### config.mk
export PLATFORM = sky130hd
export DESIGN_NAME = piso_shift_transmitter
export DESIGN_NICKNAME = d
export VERILOG_FILES = /design/src/rtl/piso_pkg.sv /design/src/rtl/piso_shift_transmitter_bit_counter.sv /design/src/rtl/piso_shift_transmitter.sv
export SDC_FILE = /design/constraint.sdc
export NUM_CORES = 1
export LEC_CHECK = 0
export BUFFER_PORTS_ARGS = -buffer_cell sky130_fd_sc_hd__buf_2
export CORE_MARGIN = 10
export CORE_UTILIZATION = 30
export DETAILED_ROUTE_END_ITERATION = 10
export RECOVER_POWER = 25
export SYNTH_ARGS = -nofsm -noshare
export SYNTH_HDL_FRONTEND = slang
export SYNTH_HIERARCHICAL = 1
export SYNTH_SLANG_ARGS = --single-unit
### constraint.sdc
create_clock -name clk -period 3 [get_ports clk]
set_input_delay 0.6 -clock clk [delete_from_list [all_inputs] [get_ports clk]]
set_output_delay 0.6 -clock clk [all_outputs]
set_load 0.02 [all_outputs]
### src/rtl/piso_pkg.sv
// piso_pkg: frame FSM states and per-word shift direction encodings.
package piso_pkg;
  typedef enum logic [1:0] {ST_IDLE, ST_SHIFT, ST_PARITY} state_t;
  localparam logic DIR_MSB_FIRST = 1'b0;
  localparam logic DIR_LSB_FIRST = 1'b1;
endpackage

### src/rtl/piso_shift_transmitter_bit_counter.sv
// piso_bit_counter: loadable down-counter of remaining data beats in a frame.
module piso_bit_counter #(
  parameter int WIDTH = 4
) (
  input  logic clk,
  input  logic clr_n,
  input  logic load,
  input  logic dec,
  output logic is_zero
);
  localparam int CW = $clog2(WIDTH + 1);
  logic [CW-1:0] cnt;
  assign is_zero = cnt == '0;
  always_ff @(posedge clk or negedge clr_n)
    if (!clr_n) cnt <= '0;
    else if (load) cnt <= CW'(WIDTH - 1);
    else if (dec && !is_zero) cnt <= cnt - 1'b1;
endmodule

### src/rtl/piso_shift_transmitter.sv
// piso_shift_transmitter: valid/ready parallel load, serial out MSB- or LSB-first per word.
// Define PARITY_EN to append an even-parity bit that carries ser_last.
module piso_shift_transmitter
  import piso_pkg::*;
#(
  parameter int WIDTH = 4
) (
  input  logic             clk,
  input  logic             clr_n,
  input  logic             load_valid,
  output logic             load_ready,
  input  logic [WIDTH-1:0] load_data,
  input  logic             load_dir,
  output logic             ser_out,
  output logic             ser_valid,
  input  logic             ser_ready,
  output logic             ser_last
);
  state_t state, state_nx;
  logic [WIDTH-1:0] sreg;
  logic dir, is_zero, beat, accept, data_bit;
  assign beat = ser_valid && ser_ready;
  assign load_ready = state == ST_IDLE || (beat && ser_last);
  assign accept = load_valid && load_ready;
  assign ser_valid = state != ST_IDLE;
  assign data_bit = dir == DIR_MSB_FIRST ? sreg[WIDTH-1] : sreg[0];
`ifdef PARITY_EN
  logic par;
  assign ser_out = (state == ST_SHIFT && data_bit) || (state == ST_PARITY && par);
  assign ser_last = state == ST_PARITY;
  always_ff @(posedge clk or negedge clr_n)
    if (!clr_n) par <= 1'b0;
    else if (accept) par <= ^load_data;
`else
  assign ser_out = state == ST_SHIFT && data_bit;
  assign ser_last = state == ST_SHIFT && is_zero;
`endif
  always_comb begin
    state_nx = state;
    if (accept) state_nx = ST_SHIFT;
`ifdef PARITY_EN
    else if (beat && state == ST_SHIFT && is_zero) state_nx = ST_PARITY;
    else if (beat && state == ST_PARITY) state_nx = ST_IDLE;
`else
    else if (beat && state == ST_SHIFT && is_zero) state_nx = ST_IDLE;
`endif
  end
  always_ff @(posedge clk or negedge clr_n)
    if (!clr_n) begin
      state <= ST_IDLE;
      sreg <= '0;
      dir <= DIR_MSB_FIRST;
    end else begin
      state <= state_nx;
      if (accept) begin
        sreg <= load_data;
        dir <= load_dir;
      end else if (beat && state == ST_SHIFT)
        sreg <= dir == DIR_MSB_FIRST ? {sreg[WIDTH-2:0], 1'b0} : {1'b0, sreg[WIDTH-1:1]};
    end
  piso_bit_counter #(.WIDTH(WIDTH)) u_cnt (
    .clk(clk),
    .clr_n(clr_n),
    .load(accept),
    .dec(beat && state == ST_SHIFT),
    .is_zero(is_zero)
  );
endmodule

; ---- Yosys cells after proc, flatten, opt, wreduce, memory -nomap -nowiden
; Index checks and enable logic that the tools add are counted.
[totals]
regBits = 10
input_bits = 9
elab_cells = 30
out_inout_bits = 4
[classes]
n_mux = 8
n_reduce_logical = 16
eq_ne = 1
n_addsub = 1
[ops]
columns = cell, n
row1 = 4-bit two-way mux, 3
row2 = 1-bit logical AND, 8
row3 = 2-bit nonzero test, 4
row4 = 3-bit two-way mux, 2
row5 = 2-bit two-way mux, 2
row6 = 3-bit zero test, 1
row7 = 3-bit by 1-bit subtractor with 3-bit output (second input constant), 1
row8 = 2-bit by 1-bit == test with 1-bit output (second input constant), 1
row9 = 2-bit zero test, 1
row10 = 1-bit zero test, 1
row11 = 1-bit logical OR, 1
row12 = 1-bit two-way mux, 1

; ---- Depth between registers and ports, before layout
; Gate-level depths: netlist (run 1).
[logic_depth]
depth_word = 6
ltp_mapped = 9
mapped_depth_nobuf = 9

; ---- Cells and area by module
; The synthesis (run 1) kept the hierarchy.
[modules_own_cells]
columns = mod, cells_per_inst, area_per_inst_um2, seq_area_each_um2, n_inst
row1 = piso_shift_transmitter, 35, 359.1, 150.1, 1
row2 = piso_bit_counter, 17, 182.7, 75.1, 1

; ---- Worst setup path before layout (run 1)
; Ideal clock, no wire load.
[synth_timing]
path_kind = reg-to-reg
from = register u_cnt.cnt[0]
to = register u_cnt.cnt[2]
stages_incl_launch_ff = 10
slack_ns = 1.088
n_path_buf = 0
arrival_ns = 1.816
setup_time_ns = 0.095
period_less_slack_ns = 1.912
t_required_ns = 2.905
path_cell_list = dfrtp_1 > inv_1 > ha_1 > ha_1 > a21boi_4 > inv_2 > nand2_1 > inv_1 > or4b_1 > o31ai_1
[synth_via]
elab_chain_cells = 6
elab_cells_between_ends = 11
cone_classes = add/sub: 1 / mux: 2 / reduce/logical: 8
[synth_lines]
columns = element, line
row1 = from (decl), piso_shift_transmitter_bit_counter.sv:12  ; logic [CW-1:0] cnt;
row2 = from (signal assigned), piso_shift_transmitter_bit_counter.sv:16  ; else if (load) cnt <= CW'(WIDTH - 1);
row3 = from (signal assigned), piso_shift_transmitter_bit_counter.sv:17  ; else if (dec && !is_zero) cnt <= cnt - 1'b1;
row4 = 3-bit zero test *, piso_shift_transmitter_bit_counter.sv:13  ; assign is_zero = cnt == '0;
row5 = net is_zero, piso_shift_transmitter.sv:21  ; logic dir, is_zero, beat, accept, data_bit;
row6 = 1-bit logical AND *, piso_shift_transmitter.sv:36  ; assign ser_last = state == ST_SHIFT && is_zero;
row7 = 1-bit logical AND *, piso_shift_transmitter.sv:23  ; assign load_ready = state == ST_IDLE || (beat && ser_last);
row8 = 1-bit logical OR *, piso_shift_transmitter.sv:23
row9 = net load_ready, piso_shift_transmitter.sv:11  ; output logic load_ready,
row10 = 1-bit logical AND *, piso_shift_transmitter.sv:24  ; assign accept = load_valid && load_ready;
row11 = net accept, piso_shift_transmitter.sv:21
row12 = 3-bit two-way mux or 2-bit nonzero test (tied branches), -
; Mark *: on every way through the listed nets, which the timed path passes. The rest lies on a longest branch. The select of a mux whose other input is x is not followed.
; A chain may end at the register's enable or synchronous reset.

; ---- Worst setup path in the final report (run 1)
[layout_timing]
from = register u_cnt.cnt[0]
to = output load_ready
[layout_via]
elab_chain_cells = 4
[layout_lines]
columns = element, line
row1 = 3-bit zero test, piso_shift_transmitter_bit_counter.sv:13
row2 = net is_zero, piso_shift_transmitter.sv:21
row3 = 1-bit logical AND, piso_shift_transmitter.sv:36
row4 = 1-bit logical AND, piso_shift_transmitter.sv:23
row5 = 1-bit logical OR, piso_shift_transmitter.sv:23
row6 = to (decl), piso_shift_transmitter.sv:11
; The timed path passes the listed nets, and every way through them passes these cells.

==> run summary, run 1 <==
vias in the first global route -> 458
Overflow after GRT -> 0
first-pass GRT wire length -> 1980 microns
Final min period -> 2170 ps
pin count of the biggest net entering global routing -> 10
final count of hold timing violations -> 0
Crit path depth -> 6
row cnt -> 15
CP top delay family -> adder cells
Max-Cap Viols -> 0
Worst-Skew Late Latency -> 260 ps
Avg Synthesized Cell Area -> 10.4 sq um
CP required -> 2400 ps
hold-fix buffers at CTS -> 0
clock buffer depth -> 2
n_diodes -> 0
synthesized flop and latch total -> 9
Startpoint Class -> flop
WL/cell -> 12.8 microns
crit path max fanout -> 7
Syn Inst Count -> 52
most frequent CP cell -> ha_1
worst reg-to-reg path cell count -> 9
Setup Crit Path Kind -> reg2out
CTS tree -> built
final critical-path share of the clock period -> 72.4%
total CTS buffers -> 3
port bufs -> 12
# DRC -> 0
Tightest Hold Check Type -> in2async
CP bufs+invs -> 3
gpl congestion -> 0.770
critical path cell sequence -> inv_1 -> ha_1 -> ha_1 -> a21boi_4 -> inv_2 -> buf_2
Synth Cell Area -> 542 sq um
CTS Root Cell -> clkbuf_4
share of cells above drive strength 1 -> 29.9%
Final ANT Viol Nets -> 0
clock sink count -> 9
H-tree Lvls -> 1
synth-to-layout area growth -> 20.8%
DIE AREA -> 3910 sq um
Clock Skews -> 3.02 ps
final setup TNS -> 0 ps
status -> finished, final reports clean
Seq/Total Area, Yosys -> 41.6%
crit end category -> output pin
initial antenna violation count -> 0
WP data arrival -> 1570 ps
Worst slew margin -> 66.2%
fmax -> 0.460 GHz
die width -> 62.5 microns
first-iteration detailed-routing DRC count -> 6
first-pass detailed-route iteration total -> 4
initial core utilization -> 31.4%
actual slew at the worst max-slew pin -> 508 ps
RSZ-0062 raised after global routing -> no
core area -> 1730 sq um
Total Routed Length -> 1180 microns
CP max-delay cell -> dfrtp_1
die height -> 62.5 microns
Final setup viols -> 0
routed vias -> 430
max-slew violation count -> 0
hold slack -> 273 ps
overall routing resource usage -> 6.13%
Yosys warnings -> 6
Final #Nets -> 79
Clk pin slew, worst setup/hold paths -> 60 ps
Yosys cell types -> 21
post_cts resized -> 0
# Post-CTS Setup Buffers -> 0
Mapped Nets -> 63
Worst path max stage delay -> 370 ps
Detailed Place HPWL -> 942 microns
VDD IR max -> 0.296 mV
IO Pins -> 13
Pleak -> 0.323 nW
Power Density -> 912 nW/um^2
vias per inst -> 4.67
## cell usage after synthesis
master | number | area (sq um)
nor3b_1 | 3 | 22.5
mux2i_2 | 1 | 13.8
a221o_1 | 2 | 20.0
clkbuf_1 | 1 | 3.75
and3_1 | 2 | 12.5
nand2_1 | 4 | 15.0
and2_1 | 2 | 12.5
dfrtp_1 | 9 | 225
nand2b_1 | 1 | 6.26
inv_1 | 4 | 15.0
a21boi_4 | 1 | 18.8
nor2b_1 | 4 | 25.0
nor2_1 | 3 | 11.3
and2b_4 | 2 | 20.0
mux2i_1 | 3 | 30.0
ha_1 | 2 | 25.0
a221oi_1 | 2 | 17.5
mux2_2 | 1 | 11.3
or4b_1 | 1 | 10.0
inv_2 | 1 | 3.75
o31ai_1 | 3 | 22.5
## worst register-to-register path: stages (launching register included)
cell      delay [ps]
dfrtp_1          370
inv_1             50
ha_1             190
ha_1             250
a21boi_4         200
inv_2             80
nand2_1          140
inv_1            110
or4b_1           470
o31ai_1           80
## state kept, by name, indices dropped and copies added, names as in the netlist
signal     cells
state          1
sreg           4
u_cnt/cnt      3
dir            1
## logic make-up (layout without fill, tap and decap cells)
group	after synthesis	in the layout	synth area share, %
buffers and inverters	6	21	4.15
DFF	9	9	41.6
muxes	5	5	10.2
AOI/OAI and AO/OA	8	8	14.6
and+or+nand+nor	22	22	24.9
adders and majority gates	2	2	4.62
## stage by stage
stage | setup WS [ps] | utilization, % | cells | instance area, sq um | power, mW
2_1_floorplan | 1090 | - | 52 | 542 | 0.437
3_3_place_gp | 1010 | 36.4 | 88 | 629 | 0.503
3_5_place_dp | 945 | 36.4 | 88 | 629 | 0.508
4_1_cts | 810 | 38.0 | 92 | 656 | 0.607
5_1_grt | 712 | 37.9 | 92 | 654 | 0.648
6_report | 828 | 37.9 | 92 | 654 | 0.597
## power breakdown
| group | switching [mW] | internal (mW) |
|---|---|---|
| clock network | 0.0438 | 0.0514 |
| registers | 0.0470 | 0.173 |
| logic | 0.136 | 0.146 |
## path summary, 6_finish.rpt
check	from	endpoint	slack, ps
min reg2reg	sreg[1]	sreg[1]	510
max	u_cnt/cnt[0]	load_ready	830
min	clr_n	sreg[1]	270
max reg2reg	u_cnt/cnt[0]	u_cnt/cnt[2]	940
min in group clk	sreg[1]	sreg[1]	510
max in group asynchronous	clr_n	sreg[2]	2380
## cells in the final DEF, fill, tap and decap left out, drive strengths merged, types with 3 or more instances in the layout
| master | netlist | routed |
|---|---|---|
| o31ai | 3 | 3 |
| nor2b | 4 | 4 |
| nor3b | 3 | 3 |
| inv | 5 | 5 |
| nor2 | 3 | 3 |
| clkbuf | 1 | 5 |
| nand2 | 4 | 4 |
| dfrtp | 9 | 9 |
| mux2i | 4 | 4 |
| buf | 0 | 11 |
## metal layers
layer	wire [microns]	GRT usage (%)	part of all wire (%)
met5	0	0	0
met4	14	3.35	1.2
met3	63	2.15	5.3
met2	503	8.97	43
met1	599	7.59	51
## layout make-up
| type | instances | area, sq um |
|---|---|---|
| timing repair buffer | 12 | 58.8 |
| inverter | 5 | 18.8 |
| multi-input combinational | 37 | 294 |
| tap | 25 | 31.3 |
| clock buffer | 4 | 26.3 |
| sequential | 9 | 225 |
| fill | 192 | 1070 |
No activity file was read; power rests on OpenSTA's default activity.
==> inputs of run 2 (changes only) <==
- ABC_AREA: default -> 1
- clock period: 3 -> 1.75 ns (I/O delays scaled with it)
==> run 2 against run 1 <==
Effect of this change: power grew 96%; hold slack gained 30 ps; critical path depth is the same; sequential cell count is the same; design area grew 9.2%; die area grew 0.32%; register-to-register slack lost 730 ps; global-route usage grew 0.25 points; setup slack lost 770 ps; largest cell class unchanged.
==> run summary, run 2 <==
placed cells -> 114 (+30%)
Mapped Nets -> 88 (+40%)
fmax -> 0.592 GHz
area share of and/or/nand/nor cells after synthesis -> 35.4% (+10 points)
status -> finished, final reports clean
worst hold stages -> 3
Clock Skews -> 3.63 ps (+0.612 ps)
Synth Area in Adders -> 4.60% (-0.021 points)
die width -> 62.6 microns (+0.16%)
initial antenna violation count -> 0 (unchanged)
IO Pins -> 13 (unchanged)
actual slew at the worst max-slew pin -> 502 ps (-6.01 ps)
CP top delay family -> adder cells
crit end category -> output pin
synth top area cells -> dfrtp_1 41%, nand2_1 19%, inv_1 12%
DIE AREA -> 3920 sq um (+0.32%)
worst reg-to-reg path cell count -> 10 (+1)
Synth Area in Compound Gates -> 6.90% (-7.7 points)
multiplexer share of the synthesized area -> 0% (-10 points)
synth-to-layout area growth -> 31.3%
CP max-delay cell -> dfrtp_1
Post-Layout Cell Count -> 123 (+34%)
VDD IR max -> 0.490 mV (+66%)
overall routing resource usage -> 6.39% (+0.25 points)
Power, Total -> 1.17 mW (+96%)
Final min period -> 1690 ps
count of flip-flops with a built-in enable after synthesis -> 0 (unchanged)
Overflow after GRT -> 0 (unchanged)
total CTS buffers -> 3 (unchanged)
Final #Nets -> 110 (+39%)
leading cell type in the layout, fill and taps excluded -> nand2_1
WL/cell -> 9.86 microns (-23%)
Worst-Skew Late Latency -> 250 ps (about the same)
crit path max fanout -> 6 (-1)
share of cells above drive strength 1 -> 24.5% (-5.4 points)
port bufs -> 12 (unchanged)
first-pass detailed-route iteration total -> 4 (unchanged)
clock buffer depth -> 2 (unchanged)
Final ANT Viol Nets -> 0 (unchanged)
largest register by flop count -> sreg
CP required -> 1400 ps (-1000 ps)
CTS tree -> built
CTS Root Cell -> clkbuf_4
Crit path depth -> 6 (unchanged)
Tightest Hold Check Type -> in2reg
Syn Inst Count -> 77 (+48%)
final count of hold timing violations -> 0 (unchanged)
most frequent cells in the layout -> 27 x nand2_1, 16 x inv_1, 10 x nand3_1
Yosys cell types -> 11 (-48%)
# DRC -> 0 (unchanged)
initial core utilization -> 31.5% (+0.14 points)
Avg Synthesized Cell Area -> 7.07 sq um (-32%)
gpl congestion -> 0.838 (+8.9%)
vias per inst -> 4.21 (-9.9%)
Post-synth ARST share -> 100% (unchanged)
die height -> 62.6 microns (+0.16%)
largest family of logic cells by synthesized area -> simple AND/OR/NAND/NOR gates
clock sink count -> 9 (unchanged)
Synth top area share -> 41.4% (-0.19 points)
vias in the first global route -> 527 (+15%)
CP bufs+invs -> 2 (-1)
H-tree Lvls -> 1 (unchanged)
core area -> 1730 sq um (unchanged)
Pleak -> 0.420 nW (+30%)
Startpoint Class -> flop
max-slew violation count -> 0 (unchanged)
hold slack -> 303 ps (+30.2 ps)
Power Density -> 1630 nW/um^2 (+79%)
first-pass GRT wire length -> 2110 microns (+6.6%)
Clk pin slew, worst setup/hold paths -> 60 ps (about the same)
Synth area leader -> dfrtp_1
Detailed Place HPWL -> 977 microns (+3.8%)
first-iteration detailed-routing DRC count -> 9 (+3)
Synth Area in XOR/XNOR -> 0% (unchanged)
count leader, synth -> nand2_1
WP data arrival -> 1340 ps (-230 ps)
critical path cell sequence -> inv_2 -> ha_1 -> ha_2 -> nand2_2 -> nand2_4 -> buf_6
Total Routed Length -> 1210 microns (+2.8%)
synthesized flop and latch total -> 9 (unchanged)
Final setup viols -> 0 (unchanged)
Filler Cells Inserted -> 193 (+0.52%)
row cnt -> 15 (unchanged)
Yosys warnings -> 6 (unchanged)
Main synth FF type -> dfrtp_1
pin count of the biggest net entering global routing -> 10 (unchanged)
Worst slew margin -> 66.6% (+0.40 points)
Synth Cell Area -> 544 sq um (+0.46%)
Seq/Total Area, Yosys -> 41.4% (-0.19 points)
final critical-path share of the clock period -> 96.5%
synth cell count leaders -> 28 x nand2_1, 17 x inv_1, 10 x nand3_1
n_diodes -> 0 (unchanged)
routed vias -> 518 (+20%)
Largest register FFs -> 4 (unchanged)
Regs by FF count -> sreg x4, u_cnt/cnt x3
Max-Cap Viols -> 0 (unchanged)
Setup Crit Path Kind -> reg2out
Worst path max stage delay -> 360 ps (about the same)
-- run 2: cell count changes after synthesis, moves of 3 or more --
| cell | before | now |
|---|---|---|
| nand2_1 | 4 | 28 |
| o31ai_1 | 3 | 0 |
| o21ai_0 | 0 | 3 |
| nand3_1 | 0 | 10 |
| mux2i_1 | 3 | 0 |
| nand3b_1 | 0 | 3 |
| nor2b_1 | 4 | 0 |
| inv_1 | 4 | 17 |
| nor3b_1 | 3 | 0 |
-- run 2: layout make-up --
type | count | area, sq um | share of cell area (%)
sequential | 9 | 225 | 31.5
clock buffer | 4 | 26.3 | 3.68
tap | 25 | 31.3 | 4.38
inverter | 17 | 63.8 | 8.93
timing repair buffer | 17 | 108 | 15.1
multi-input combinational | 51 | 260 | 36.4
-- run 2: worst reg2reg max path, delay by kind of cell, from the launching register on --
family / cells / cell delay [ps]
buf+inv: 3 / 290
fa+ha+maj: 2 / 340
simple gates: 5 / 420
flops: 1 / 390
-- run 2: repair_timing --
item | 4_1_cts | 5_1_grt
pin swaps | 1 | 1
endpoints found under the hold margin | 9 | 0
buffers inserted | 1 | 3
resized for setup | 4 | 2
setup endpoints to repair | 1 | 2
hold buffers | 1 | 0
-- run 2: power breakdown --
group | internal, mW | total (mW) | switching [mW]
combinational | 0.274 | 0.627 | 0.352
clock | 0.0877 | 0.158 | 0.0700
sequential | 0.303 | 0.383 | 0.0808
-- run 2: logic make-up after synthesis --
family / Yosys count
AOI/OAI and AO/OA: 6
adders and majority gates: 2
buffers and inverters: 17
and+or+nand+nor: 43
DFF: 9
-- run 2: per-stage QoR --
step                setup slack (ps)  TNS [ps]  instance area [sq um]  utilization (%)
detailed placement               135         0                    636             36.8
floorplan                        267         0                    544                -
finish                          61.5         0                    714             41.4
CTS                             15.9         0                    691             40.0
global placement                 169         0                    636             36.8
global route                   -2.18     -2.18                    714             41.4
-- run 2: layer usage --
metal / track usage (%) / share of wire (%) / vias up
li1: - / - / 279
met2: 10.1 / 48 / 10
met5: 0 / 0 / -
met4: 2.51 / 0.82 / 0
met1: 7.49 / 48 / 227
met3: 2.51 / 3.1 / 2
-- run 2: final timing paths --
kind                           endpoint          from  slack [ps]
max                          load_ready  u_cnt/cnt[0]          60
min                                 dir      load_dir         300
min reg2reg                     sreg[3]       sreg[3]         490
max in group asynchronous  u_cnt/cnt[0]         clr_n         840
min in group asynchronous      state[0]         clr_n         580
max reg2reg                u_cnt/cnt[2]  u_cnt/cnt[0]         210
==> inputs of run 3 (changes only) <==
- RECOVER_POWER: 25 -> default
==> run 3 against run 2 <==
Effect of this change: largest power group unchanged; critical path depth stayed put; sequential cell count stayed put; setup slack stayed put; sequential power hardly changed; power hardly changed; sequential share of layout area is 0.055 points lower.
==> run summary, run 3 (same netlist as run 2, synthesis figures left out) <==
final setup TNS -> 0 ps (unchanged)
overall routing resource usage -> 6.39% (unchanged)
Post-Layout Cell Count -> 123 (unchanged)
status -> finished, final reports clean
Final min period -> 1690 ps (unchanged)
initial antenna violation count -> 0 (unchanged)
Regs by FF count -> sreg x4, u_cnt/cnt x3
H-tree Lvls -> 1 (unchanged)
fmax -> 0.592 GHz (unchanged)
Clk pin slew, worst setup/hold paths -> 60 ps (about the same)
Overflow after GRT -> 0 (unchanged)
Final #Nets -> 110 (unchanged)
row cnt -> 15 (unchanged)
placed cells -> 114 (unchanged)
Power, Total -> 1.17 mW (about the same)
gpl congestion -> 0.838 (unchanged)
n_diodes -> 0 (unchanged)
clock buffer depth -> 2 (unchanged)
placed cell areas -> 636 sq um (unchanged)
# DRC -> 0 (unchanged)
share of cells above drive strength 1 -> 25.5% (+1.0 points)
vias in the first global route -> 527 (unchanged)
Final ANT Viol Nets -> 0 (unchanged)
Startpoint Class -> flop
final instance area -> 716 sq um (+0.18%)
routed vias -> 518 (unchanged)
Clock Skews -> 3.63 ps (unchanged)
crit path max fanout -> 6 (unchanged)
DIE AREA -> 3920 sq um (unchanged)
Worst-Skew Late Latency -> 250 ps (about the same)
die height -> 62.6 microns (unchanged)
CTS Root Cell -> clkbuf_4
Total Routed Length -> 1220 microns (+0.16%)
actual slew at the worst max-slew pin -> 256 ps (-246 ps)
first-pass detailed-route iteration total -> 4 (unchanged)
CTS tree -> built
leading cell type in the layout, fill and taps excluded -> nand2_1
core area -> 1730 sq um (unchanged)
die width -> 62.6 microns (unchanged)
final count of hold timing violations -> 0 (unchanged)
VDD IR max -> 0.490 mV (about the same)
first-pass GRT wire length -> 2110 microns (unchanged)
hold slack -> 303 ps (unchanged)
vias per inst -> 4.21 (unchanged)
max-slew violation count -> 0 (unchanged)
Max-Cap Viols -> 0 (unchanged)
CP required -> 1400 ps (about the same)
crit end category -> output pin
Final setup viols -> 0 (unchanged)
Detailed Place HPWL -> 977 microns (unchanged)
pin count of the biggest net entering global routing -> 10 (unchanged)
first-iteration detailed-routing DRC count -> 9 (unchanged)
most frequent cells in the layout -> 27 x nand2_1, 16 x inv_1, 10 x nand3_1, 10 x buf_2, 9 x dfrtp_1
Pleak -> 0.423 nW (+0.66%)
WP data arrival -> 1340 ps (about the same)
Power Density -> 1630 nW/um^2 (-0.14%)
initial core utilization -> 31.5% (unchanged)
Worst slew margin -> 82.9% (+16 points)
port bufs -> 12 (unchanged)
WL/cell -> 9.88 microns (+0.16%)
final critical-path share of the clock period -> 96.5% (unchanged)
Largest register FFs -> 4 (unchanged)
clock sink count -> 9 (unchanged)
IO Pins -> 13 (unchanged)
Tightest Hold Check Type -> in2reg
synth-to-layout area growth -> 31.5%
total CTS buffers -> 3 (unchanged)
largest register by flop count -> sreg
Setup Crit Path Kind -> reg2out
## run 3: final timing paths
check | slack [ps] | to | depth (start not counted) | startpoint
worst max-delay path | 60 | load_ready | 6 | u_cnt/cnt[0]
worst min-delay path | 300 | dir | 3 | load_dir
worst max register to register | 210 | u_cnt/cnt[2] | 10 | u_cnt/cnt[0]
worst min register to register | 490 | sreg[3] | 2 | sreg[3]
max in group asynchronous | 1080 | u_cnt/cnt[0] | 2 | clr_n
min in group asynchronous | 480 | state[0] | 2 | clr_n
## run 3: worst max-delay path, stage by stage, from the launching register on
cell and delay (ps):
dfrtp_1 360, inv_2 40, ha_1 190, ha_2 190, nand2_2 80, nand2_4 70, buf_6 140
## run 3: cell type report
| cell class | instances | area [sq um] |
|---|---|---|
| Multi-Input combinational cell | 51 | 260 |
| Clock buffer | 4 | 26.3 |
| Sequential cell | 9 | 225 |
| Tap cell | 25 | 31.3 |
| Timing Repair Buffer | 17 | 109 |
| Inverter | 17 | 63.8 |
| Fill cell | 192 | 1010 |
## run 3: per-stage QoR
step / setup slack (ps) / util [%]
after floorplan: 267 / -
after global placement: 169 / 36.8
after detailed placement: 135 / 36.8
after CTS: 15.9 / 40.0
after global routing: -2.18 / 41.4
final: 61.5 / 41.4
## run 3: repair_timing
item                                    in CTS  in global routing
pin swaps                                    1                  1
buffers inserted                             1                  3
resized for setup                            4                  2
hold buffers                                 1                  0
hold endpoints to repair                     9                  0
endpoints found under the setup margin       1                  2
## run 3: power by group
group,internal [mW],switching [mW],total [mW]
registers,0.303,0.0808,0.383
clock network,0.0877,0.0700,0.158
logic,0.274,0.352,0.627
total,0.665,0.503,1.17
## run 3: metal layers
metal | vias to the layer above | part of all wire (%) | track usage [%]
met5 | - | 0 | 0
met2 | 10 | 48 | 10.1
met1 | 227 | 48 | 7.49
li1 | 279 | - | -
met4 | 0 | 0.82 | 2.51
met3 | 2 | 3.1 | 2.51
